===== src/rtl/gbd_mbc_pkg.sv =====
// Shared constants for the cartridge bank controller.
// Region decode, arbiter state codes and register reset values.
package gbd_mbc_pkg;

  localparam logic [3:0] REG_RAMEN   = 4'h0;
  localparam logic [3:0] REG_ROMLO   = 4'h2;
  localparam logic [3:0] REG_ROMHI   = 4'h3;
  localparam logic [3:0] REG_RAMBANK = 4'h4;
  localparam logic [2:0] REGION_SRAM = 3'b101;

  typedef logic [1:0] arb_state_t;

  localparam arb_state_t ARB_IDLE = 2'd0;
  localparam arb_state_t ARB_WAIT = 2'd1;
  localparam arb_state_t ARB_HOST = 2'd2;
  localparam arb_state_t ARB_REL  = 2'd3;

  localparam int ROM_BANK_RST = 1;
  localparam int RAM_BANK_RST = 0;

endpackage


===== src/rtl/gbd_mbc_if.sv =====
// Cart edge, cart SRAM, host handshake and status bundle.
// slave = controller side, master = cart/host/SRAM side.
interface gbd_mbc_if #(
  parameter int RAM_BANK_BITS = 4,
  parameter int ROM_BANK_BITS = 9
);
  logic [15:0]              cart_a;
  logic [7:0]               cart_d_in;
  logic [7:0]               cart_d_out;
  logic                     cart_d_oe;
  logic                     cart_nwr;
  logic                     cart_nrd;
  logic                     cart_ncs;
  logic [7:0]               ram_rdata;
  logic [RAM_BANK_BITS-1:0] ram_a_hi;
  logic                     ram_ncs;
  logic                     ram_nwe;
  logic                     ram_noe;
  logic                     ram_host_sel;
  logic                     host_req;
  logic                     host_gnt;
  logic [ROM_BANK_BITS-1:0] rom_bank;
  logic [RAM_BANK_BITS:0]   ram_bank;
  logic                     ram_wren;
  logic                     reg_space;
  logic [15:0]              ram_wr_count;

  modport slave (
    input  cart_a, cart_d_in, cart_nwr,
    input  cart_nrd, cart_ncs, ram_rdata,
    input  host_req,
    output cart_d_out, cart_d_oe, ram_a_hi,
    output ram_ncs, ram_nwe, ram_noe,
    output ram_host_sel, host_gnt, rom_bank,
    output ram_bank, ram_wren, reg_space,
    output ram_wr_count
  );

  modport master (
    output cart_a, cart_d_in, cart_nwr,
    output cart_nrd, cart_ncs, ram_rdata,
    output host_req,
    input  cart_d_out, cart_d_oe, ram_a_hi,
    input  ram_ncs, ram_nwe, ram_noe,
    input  ram_host_sel, host_gnt, rom_bank,
    input  ram_bank, ram_wren, reg_space,
    input  ram_wr_count
  );
endinterface


===== src/rtl/gbd_sync_edge.sv =====
// Multi-flop synchroniser for an active-low cart strobe.
// Gives the synced level and a one-cycle falling-edge pulse.
module gbd_sync_edge #(
  parameter int STAGES = 2
) (
  input  logic sys_clock,
  input  logic sys_resetn,
  input  logic async_in,
  output logic lvl,
  output logic fall
);
  logic [STAGES-1:0] sr;
  logic              prev;

  // shift the pin in; strobes idle high so reset to 1
  always_ff @(posedge sys_clock or negedge sys_resetn) begin
    if (!sys_resetn) begin
      sr   <= '1;
      prev <= 1'b1;
    end else begin
      sr   <= {sr[STAGES-2:0], async_in};
      prev <= sr[STAGES-1];
    end
  end

  assign lvl  = sr[STAGES-1];
  assign fall = prev & ~lvl;
endmodule


===== src/rtl/gbd_mbc_ctrl.sv =====
// Cartridge bank controller: bank registers, SRAM steering, host arbiter.
// Optional GBD_MBC_WRITE_COUNT_EN adds a saturating SRAM write counter.
module gbd_mbc_ctrl
  import gbd_mbc_pkg::*;
#(
  parameter int RAM_BANK_BITS = 4,
  parameter int ROM_BANK_BITS = 9,
  parameter int SYNC_STAGES   = 2,
  parameter int IDLE_CYCLES   = 4
) (
  input logic      sys_clock,
  input logic      sys_resetn,
  gbd_mbc_if.slave bus
);
  localparam int MSB = RAM_BANK_BITS;
  localparam int CW  = $clog2(IDLE_CYCLES + 1);
  localparam logic [CW-1:0] IDLE_MAX = CW'(IDLE_CYCLES);
  localparam logic [ROM_BANK_BITS-1:0] ROM_RST =
    ROM_BANK_RST[ROM_BANK_BITS-1:0];
  localparam logic [RAM_BANK_BITS:0] BANK_RST =
    RAM_BANK_RST[RAM_BANK_BITS:0];

  logic nwr_fall, nwr_lvl;
  logic ncs_fall, ncs_lvl;

  logic [ROM_BANK_BITS-1:0] rom_bank;
  logic [RAM_BANK_BITS:0]   ram_bank;
  logic                     ram_wren;

  arb_state_t    state;
  logic [CW-1:0] idle_cnt;
  logic          gnt;

  logic [3:0] hi;
  logic       sram_rgn;
  logic       host;
  logic       acc;
  logic       unused_ok;

  gbd_sync_edge #(.STAGES(SYNC_STAGES)) u_nwr_sync (
    .sys_clock  (sys_clock),
    .sys_resetn (sys_resetn),
    .async_in   (bus.cart_nwr),
    .lvl        (nwr_lvl),
    .fall       (nwr_fall)
  );

  gbd_sync_edge #(.STAGES(SYNC_STAGES)) u_ncs_sync (
    .sys_clock  (sys_clock),
    .sys_resetn (sys_resetn),
    .async_in   (bus.cart_ncs),
    .lvl        (ncs_lvl),
    .fall       (ncs_fall)
  );

  assign hi       = bus.cart_a[15:12];
  assign sram_rgn = bus.cart_a[15:13] == REGION_SRAM;
  assign host     = state == ARB_HOST;
  assign acc      = sram_rgn && !ram_bank[MSB] && !host;

  // cart register writes, taken on each synced nWR fall
  always_ff @(posedge sys_clock or negedge sys_resetn) begin
    if (!sys_resetn) begin
      rom_bank <= ROM_RST;
      ram_bank <= BANK_RST;
      ram_wren <= 1'b0;
    end else if (nwr_fall) begin
      unique case (1'b1)
        (hi[3:1] == REG_RAMEN[3:1]):
          ram_wren <= bus.cart_d_in[3:0] == 4'hA;
        (hi == REG_ROMLO):
          rom_bank[7:0] <= bus.cart_d_in;
        (hi == REG_ROMHI):
          if (ROM_BANK_BITS == 9)
            rom_bank[ROM_BANK_BITS-1] <= bus.cart_d_in[0];
        (hi[3:1] == REG_RAMBANK[3:1]):
          ram_bank <= bus.cart_d_in[RAM_BANK_BITS:0];
        default: ;
      endcase
    end
  end

  // host arbitration: grant only after a quiet cart bus
  always_ff @(posedge sys_clock or negedge sys_resetn) begin
    if (!sys_resetn) begin
      state    <= ARB_IDLE;
      idle_cnt <= '0;
      gnt      <= 1'b0;
    end else begin
      gnt <= host && bus.host_req;
      unique case (state)
        ARB_IDLE:
          if (bus.host_req) begin
            state    <= ARB_WAIT;
            idle_cnt <= '0;
          end
        ARB_WAIT:
          if (!bus.host_req)
            state <= ARB_IDLE;
          else if (idle_cnt == IDLE_MAX)
            state <= ARB_HOST;
          else if (ncs_lvl)
            idle_cnt <= idle_cnt + 1'b1;
          else
            idle_cnt <= '0;
        ARB_HOST:
          if (!bus.host_req)
            state <= ARB_REL;
        ARB_REL:
          state <= ARB_IDLE;
        default:
          state <= ARB_IDLE;
      endcase
    end
  end

`ifdef GBD_MBC_WRITE_COUNT_EN
  logic [15:0] wr_count;

  // count accepted cart SRAM writes, saturating
  always_ff @(posedge sys_clock or negedge sys_resetn) begin
    if (!sys_resetn)
      wr_count <= '0;
    else if (nwr_fall && acc && ram_wren &&
             wr_count != 16'hFFFF)
      wr_count <= wr_count + 16'd1;
  end

  assign bus.ram_wr_count = wr_count;
`else
  assign bus.ram_wr_count = 16'h0000;
`endif

  assign bus.ram_ncs = acc ? bus.cart_ncs : 1'b1;
  assign bus.ram_nwe = (acc && ram_wren) ?
                       bus.cart_nwr : 1'b1;
  assign bus.ram_noe = acc ? bus.cart_nrd : 1'b1;
  assign bus.ram_a_hi = ram_bank[RAM_BANK_BITS-1:0];

  assign bus.cart_d_oe = sram_rgn && !bus.cart_ncs &&
                         !bus.cart_nrd && !ram_bank[MSB];
  assign bus.cart_d_out = host ? 8'hFF : bus.ram_rdata;
  assign bus.reg_space  = sram_rgn && ram_bank[MSB];

  assign bus.host_gnt     = gnt;
  assign bus.ram_host_sel = gnt;
  assign bus.rom_bank     = rom_bank;
  assign bus.ram_bank     = ram_bank;
  assign bus.ram_wren     = ram_wren;

  assign unused_ok = ^{bus.cart_a[11:0], nwr_lvl, ncs_fall};
endmodule


===== src/flat_wrapper.sv =====
// flat-port wrapper written by rule: the top's interface ports become plain ports
module gbd_mbc_ctrl_flat import gbd_mbc_pkg::*;
#(
  parameter int RAM_BANK_BITS = 4,
  parameter int ROM_BANK_BITS = 9,
  parameter int SYNC_STAGES   = 2,
  parameter int IDLE_CYCLES   = 4
)
  (sys_clock, sys_resetn, bus_cart_a, bus_cart_d_in, bus_cart_nwr, bus_cart_nrd, bus_cart_ncs, bus_ram_rdata, bus_host_req, bus_cart_d_out, bus_cart_d_oe, bus_ram_a_hi, bus_ram_ncs, bus_ram_nwe, bus_ram_noe, bus_ram_host_sel, bus_host_gnt, bus_rom_bank, bus_ram_bank, bus_ram_wren, bus_reg_space, bus_ram_wr_count);
  gbd_mbc_if #(.RAM_BANK_BITS(RAM_BANK_BITS), .ROM_BANK_BITS(ROM_BANK_BITS)) bus_i ();
  input logic sys_clock;
  input logic sys_resetn;
  input wire logic [$bits(bus_i.cart_a)-1:0] bus_cart_a;
  input wire logic [$bits(bus_i.cart_d_in)-1:0] bus_cart_d_in;
  input wire logic [$bits(bus_i.cart_nwr)-1:0] bus_cart_nwr;
  input wire logic [$bits(bus_i.cart_nrd)-1:0] bus_cart_nrd;
  input wire logic [$bits(bus_i.cart_ncs)-1:0] bus_cart_ncs;
  input wire logic [$bits(bus_i.ram_rdata)-1:0] bus_ram_rdata;
  input wire logic [$bits(bus_i.host_req)-1:0] bus_host_req;
  output wire logic [$bits(bus_i.cart_d_out)-1:0] bus_cart_d_out;
  output wire logic [$bits(bus_i.cart_d_oe)-1:0] bus_cart_d_oe;
  output wire logic [$bits(bus_i.ram_a_hi)-1:0] bus_ram_a_hi;
  output wire logic [$bits(bus_i.ram_ncs)-1:0] bus_ram_ncs;
  output wire logic [$bits(bus_i.ram_nwe)-1:0] bus_ram_nwe;
  output wire logic [$bits(bus_i.ram_noe)-1:0] bus_ram_noe;
  output wire logic [$bits(bus_i.ram_host_sel)-1:0] bus_ram_host_sel;
  output wire logic [$bits(bus_i.host_gnt)-1:0] bus_host_gnt;
  output wire logic [$bits(bus_i.rom_bank)-1:0] bus_rom_bank;
  output wire logic [$bits(bus_i.ram_bank)-1:0] bus_ram_bank;
  output wire logic [$bits(bus_i.ram_wren)-1:0] bus_ram_wren;
  output wire logic [$bits(bus_i.reg_space)-1:0] bus_reg_space;
  output wire logic [$bits(bus_i.ram_wr_count)-1:0] bus_ram_wr_count;
  assign bus_i.cart_a = bus_cart_a;
  assign bus_i.cart_d_in = bus_cart_d_in;
  assign bus_i.cart_nwr = bus_cart_nwr;
  assign bus_i.cart_nrd = bus_cart_nrd;
  assign bus_i.cart_ncs = bus_cart_ncs;
  assign bus_i.ram_rdata = bus_ram_rdata;
  assign bus_i.host_req = bus_host_req;
  assign bus_cart_d_out = bus_i.cart_d_out;
  assign bus_cart_d_oe = bus_i.cart_d_oe;
  assign bus_ram_a_hi = bus_i.ram_a_hi;
  assign bus_ram_ncs = bus_i.ram_ncs;
  assign bus_ram_nwe = bus_i.ram_nwe;
  assign bus_ram_noe = bus_i.ram_noe;
  assign bus_ram_host_sel = bus_i.ram_host_sel;
  assign bus_host_gnt = bus_i.host_gnt;
  assign bus_rom_bank = bus_i.rom_bank;
  assign bus_ram_bank = bus_i.ram_bank;
  assign bus_ram_wren = bus_i.ram_wren;
  assign bus_reg_space = bus_i.reg_space;
  assign bus_ram_wr_count = bus_i.ram_wr_count;
  gbd_mbc_ctrl #(.RAM_BANK_BITS(RAM_BANK_BITS), .ROM_BANK_BITS(ROM_BANK_BITS), .SYNC_STAGES(SYNC_STAGES), .IDLE_CYCLES(IDLE_CYCLES)) u_core (.sys_clock(sys_clock), .sys_resetn(sys_resetn), .bus(bus_i));
endmodule

===== config.mk =====
export PLATFORM = sky130hd
export DESIGN_NAME = gbd_mbc_ctrl_flat
export DESIGN_NICKNAME = d
export VERILOG_FILES = /design/src/rtl/gbd_mbc_pkg.sv /design/src/rtl/gbd_mbc_if.sv /design/src/rtl/gbd_sync_edge.sv /design/src/rtl/gbd_mbc_ctrl.sv /design/src/flat_wrapper.sv
export SDC_FILE = /design/constraint.sdc
export NUM_CORES = 1
export LEC_CHECK = 0
export CAP_MARGIN = 10
export CORE_ASPECT_RATIO = 1.4
export CORE_MARGIN = 5
export CORE_UTILIZATION = 38
export DETAILED_ROUTE_END_ITERATION = 10
export PLACE_DENSITY_LB_ADDON = 0.12
export RECOVER_POWER = 100
export SLEW_MARGIN = 15
export SYNTH_ARGS = -nofsm -noshare
export SYNTH_HDL_FRONTEND = slang
export SYNTH_SLANG_ARGS = --single-unit
export TNS_END_PERCENT = 30

===== constraint.sdc =====
create_clock -name sys_clock -period 3.3 [get_ports sys_clock]
set_clock_uncertainty 0.15 [all_clocks]
set_input_delay 0.99 -clock sys_clock [delete_from_list [all_inputs] [get_ports sys_clock]]
set_output_delay 0.99 -clock sys_clock [all_outputs]
set_load 0.05 [all_outputs]

* Word level (Yosys, flattened, before mapping)
Index checks and enable logic that the tools add are counted.
** Word-level totals
- Bits in registers :: 26
- Input port bits :: 38
- Output and inout bits :: 50
- Logic and storage cells :: 62
** Operators by class
- $add $sub $neg :: 1
- Eq/ne operators :: 14
- Multiplexer cells :: 14
- Bitwise operators :: 2
- Reduce and logical (&&, ||, !) cells :: 21
** Operators with widths (count)
- two-way mux 3 bit :: 4
- == test 4 x 2 -> 1 bit (second input constant) :: 2
- logical AND 1 bit :: 8
- two-way mux 2 bit :: 4
- two-way mux 8 bit :: 1
- != test 2 bit (second input constant) :: 4
- one-hot mux 2 bit (4 select lines) :: 1
- AND reduction 2 bit :: 4
- == test 3 bit (second input constant) :: 2
- one-hot mux 3 bit (2 select lines) :: 1
- == test 2 bit (second input constant) :: 2
- == test 4 bit (second input constant) :: 1
- zero test 1 bit :: 4
- AND reduction 4 bit :: 1
- adder 3 x 1 -> 3 bit (second input constant) :: 1
- == test 3 x 2 -> 1 bit (second input constant) :: 1
- zero test 3 bit :: 1
- two-way mux 1 bit :: 3
- != test 3 x 2 -> 1 bit (second input constant) :: 1
- AND reduction 3 bit :: 1
- == test 2 x 1 -> 1 bit (second input constant) :: 1
- zero test 2 bit :: 1
- nonzero test 2 bit :: 1
- AND 1 bit :: 1
- NOT 1 bit :: 1

* Logic depth before layout (Yosys ltp)
- Word-level depth :: 5
- Depth in mapped cells :: 5
- Mapped depth without buffers :: 5

* Modules after synthesis
From an unflattened synthesis, not the netlist that was laid out.
** Unflattened totals
- Cell total of the unflattened synthesis :: 110
- Area, all modules :: 1356.3 sq um
** By module, submodules not included
- gbd_mbc_ctrl :: instances 1, cells an instance 102, area an instance 1171.1 sq um, sequential area each 526.8 sq um
- gbd_sync_edge :: instances 2, cells an instance 4, area an instance 92.6 sq um, sequential area each 78.8 sq um

* Least setup slack after synthesis
Ideal clock, no wire load.
- Path kind :: input to output
- From :: input bus_cart_a[14]
- To :: output bus_cart_d_oe
- Arrival :: 2746 ps
- Required time :: 2160 ps
- Path slack :: -586 ps
- Stages :: 3
- Path buffers :: 0
- Cells stage by stage :: and2b_1 > nand2_1 > nor4_1
** Between the ends
- Longest elaborated chain between the ends :: 4
** Ends and longest elaborated chain
- start, declared :: line flat_wrapper.sv:13 : input wire logic [$bits(bus_i.cart_a)-1:0] bus_cart_a;
- == test 3 bit :: line gbd_mbc_ctrl.sv:57 : assign sram_rgn = bus.cart_a[15:13] == REGION_SRAM;
- logical AND 1 bit (2 in series) :: line gbd_mbc_ctrl.sv:140 : assign bus.cart_d_oe = sram_rgn && !bus.cart_ncs &&
- logical AND 1 bit :: line gbd_mbc_ctrl.sv:141 : !bus.cart_nrd && !ram_bank[MSB];
- end, declared :: line flat_wrapper.sv:21 : output wire logic [$bits(bus_i.cart_d_oe)-1:0] bus_cart_d_oe;
Every way passes these cells.

* Worst setup path after layout
- From :: input bus_cart_nwr
- To :: output bus_ram_nwe
** Between the ends
- Longest elaborated chain between the ends :: 1
** Ends and longest elaborated chain
- start, declared :: line flat_wrapper.sv:15 : input wire logic [$bits(bus_i.cart_nwr)-1:0] bus_cart_nwr;
- two-way mux 1 bit :: line gbd_mbc_ctrl.sv:135 : assign bus.ram_nwe = (acc && ram_wren) ?
- end, declared :: line flat_wrapper.sv:24 : output wire logic [$bits(bus_i.ram_nwe)-1:0] bus_ram_nwe;
Every way passes these cells.

==> flow_metrics.env <==
export IMPL_outcome="completed"
export IMPL_crit_required_ns=2.16
export IMPL_crit_fanout=2
export IMPL_die_y_um=78.8
export IMPL_boundaryPins=88
export IMPL_ys_ff_latch=26
export IMPL_drc=0
export IMPL_place_congestion=0.769
export IMPL_fin_util_pct=58.3
export IMPL_via_per_inst=4.65
export IMPL_synth_top_area_share_pct=38.9
export IMPL_dp_hpwl_um=2580
export IMPL_synth_xor_area_share_pct=0
export IMPL_drive_gt1_share_pct=22.3
export IMPL_netlist_instances=105
export IMPL_place_area_um2=1970
export IMPL_path_class="input port to primary output"
export IMPL_finalCritPeriodShare_pct=98.8
export IMPL_root_buffer="clkbuf_8"
export IMPL_die_x_um=59.1
export IMPL_yosysSeqAreaShare_pct=51.2
export IMPL_worstMarginPinSlew_ns=1.42
export IMPL_num_rows=25
export IMPL_tritoncts="done"
export IMPL_drt_wl_total_um=3270
export IMPL_cts_setup_buffers=0
export IMPL_cts_buffers_inserted=3
export IMPL_peakVddDrop_mv=0.482
export IMPL_synth_simple_area_share_pct=16.3
export IMPL_period_needed_ns=3.26
export IMPL_grt_usage_pct=14.7
export IMPL_hold_class="flip-flop to flip-flop"
export IMPL_final_area_um2=1930
export IMPL_slew_headroom_pct=5.15
export IMPL_synth_fa_ha_area_share_pct=1.95
export IMPL_areaGrowthSynthToFinish_pct=50.5
export IMPL_grt_max_degree=27
export IMPL_wl_per_cell_um=15.8
export IMPL_synth_compound_area_share_pct=2.04
export IMPL_design_core_area_um2=3320
export IMPL_synthMuxAreaShare_pct=14.8
export IMPL_antenna_found_initial=0
export IMPL_cts_hold_buffers=0
export IMPL_clk_latency_ns=0.27
export IMPL_rsz0062_at_grt="false"
export IMPL_dr_pass1_iters=4
export IMPL_synth_top_family_by_area="simple AND/OR/NAND/NOR gates"
export IMPL_cp_end_kind="primary output"
export IMPL_yosysUniqueCellTypes=28
export IMPL_cts_buffer_depth=2
export IMPL_fin_ws_ns=0.0399
export IMPL_grt_ovfl_total=0
export IMPL_drt_initial_drc_count=35
export IMPL_yosys_warnings=0
export IMPL_clk_pin_slew_worst_paths_ns=0.09
export IMPL_final_max_slew_violation_count=0
export IMPL_yosys_area_top_type="dfrtp_1"
export IMPL_setup_violations_final=0
export IMPL_place_ws_ns=-0.268
export IMPL_tns_ns=0
export IMPL_start_util_pct=38.8
export IMPL_antenna_left=0
export IMPL_cts_sinks=26
export IMPL_leakagePower_nw=0.917
export IMPL_hold_viol=0
export IMPL_antenna_cells=0
export IMPL_p_per_area_nw_per_um2=560
export IMPL_cap_violations=0
export IMPL_startpoint_type="input port"
export IMPL_io_buffers=59
export IMPL_netlist_area_um2=1280
export IMPL_dieArea_um2=4660
export IMPL_cts_htree_levels=1
export IMPL_crit_arrival_ns=2.12
export IMPL_grt_pass1_vias=1062
export IMPL_avgSynthCellArea_um2=12.2
export IMPL_grt_first_pass_wirelength_um=5220
export IMPL_final_nets=207
export IMPL_max_clock_freq_ghz=0.307
export IMPL_vias=958
export IMPL_synth_area_top_cells="dfrtp_1 39%, mux2_2 14%, dfstp_2 12%, buf_4 12%, nand2b_1 4.4%"
-- critical path, stage by stage --
cell and delay, ns:
dlygate4sd3_1 0.57, or3b_4 0.39, buf_8 0.16
-- logic make-up after synthesis --
group,Yosys count
AOI/OAI and AO/OA,4
adders and majority gates,2
buffers and inverters,25
DFF,26
muxes,17
other,1
and+or+nand+nor,30
-- synth_stat cells (all sizes together) --
cell type,count
buf,21
dfrtp,20
mux2,16
nand2b,9
dfstp,6
nand3b,4
inv,3
nor3b,3
ha,2
nand3,2
nand4b,2
nor2,2
or2,2
a21oi,1
and2b,1
and3,1
clkbuf,1
conb,1
mux2i,1
nand2,1
nor4,1
nor4bb,1
o21ai,1
o22a,1
o31ai,1
or3b,1
-- sequential cells by signal, indices dropped and copies added, names as in the netlist, named ones only --
name	cells
u_core.state	1
u_core.bus.ram_bank	5
u_core.bus.host_gnt	1
u_core.bus.ram_wren	1
u_core.bus.rom_bank	9
u_core.u_ncs_sync.sr	2
u_core.u_nwr_sync.sr	2
u_core.idle_cnt	3
u_core.u_nwr_sync.prev	1
-- layer usage --
layer  GRT usage, %  part of all wire, %  vias to the layer above  routed length [µm]
li1               -                    -                      444                   -
met1           15.8                   39                      462                1280
met2           26.5                   52                       47                1690
met3           4.39                  7.8                        5                 255
met4           4.76                  1.3                        0                  43
met5              0                    0                        -                   0
-- cell usage in the layout (no fill, tap or decap), types with 2 or more instances in the layout --
| master | count |
|---|---|
| clkbuf_8 | 3 |
| nand3b_1 | 4 |
| nand2b_1 | 9 |
| buf_12 | 2 |
| buf_8 | 2 |
| clkdlybuf4s50_1 | 18 |
| inv_1 | 3 |
| nand4b_1 | 2 |
| dlymetal6s2s_1 | 3 |
| dlygate4sd3_1 | 25 |
| clkbuf_1 | 7 |
| or2_4 | 2 |
| nand3_1 | 2 |
| dfstp_2 | 5 |
| dfrtp_1 | 20 |
| ha_1 | 2 |
| nor3b_1 | 3 |
| mux2_2 | 15 |
| buf_4 | 2 |
| nor2_1 | 2 |
| conb_1 | 16 |
-- stage by stage --
step	total power [mW]	std cells	hold slack [ns]
final	1.08	206	0.213
after global routing	1.13	206	0.220
after CTS	1.13	206	0.213
after detailed placement	0.868	202	0.199
after global placement	0.861	202	0.197
after floorplan	0.714	120	0.195
-- final cells by class --
| type | count | area, µm² |
|---|---|---|
| fill | 296 | 1380 |
| sequential | 26 | 658 |
| timing repair buffer | 64 | 619 |
| multi-input combinational | 69 | 524 |
| tap | 40 | 50.0 |
| clock buffer | 3 | 41.3 |
| clock inverter | 1 | 30.0 |
| inverter | 3 | 11.3 |
-- worst paths after layout --
check	from	slack, ns	depth (start not counted)	endpoint
worst max-delay path	bus_cart_nwr	0.04	3	bus_ram_nwe
worst min-delay path	u_core.u_ncs_sync.sr[0]	0.21	0	u_core.u_ncs_sync.sr[1]
worst max register to register	u_core.u_nwr_sync.prev	1.24	3	u_core.bus.rom_bank[4]
worst min register to register	u_core.u_ncs_sync.sr[0]	0.21	0	u_core.u_ncs_sync.sr[1]
max in group asynchronous	sys_resetn	0.74	2	u_core.bus.ram_bank[0]
min in group asynchronous	sys_resetn	1.42	2	asynchronous set/reset pin
-- where the power goes --
group	internal, mW	switching, mW	total, mW	leakage, nW
combinational	0.132	0.295	0.427	0.561
sequential	0.365	0.0263	0.391	0.321
clock	0.162	0.102	0.264	0.0357
-- what timing repair did --
action                                  4_1_cts  5_1_grt
pin swaps                                     1        2
endpoints found under the setup margin        5        3
resized for setup                             7        8
Power figures use the tool's default switching activity.
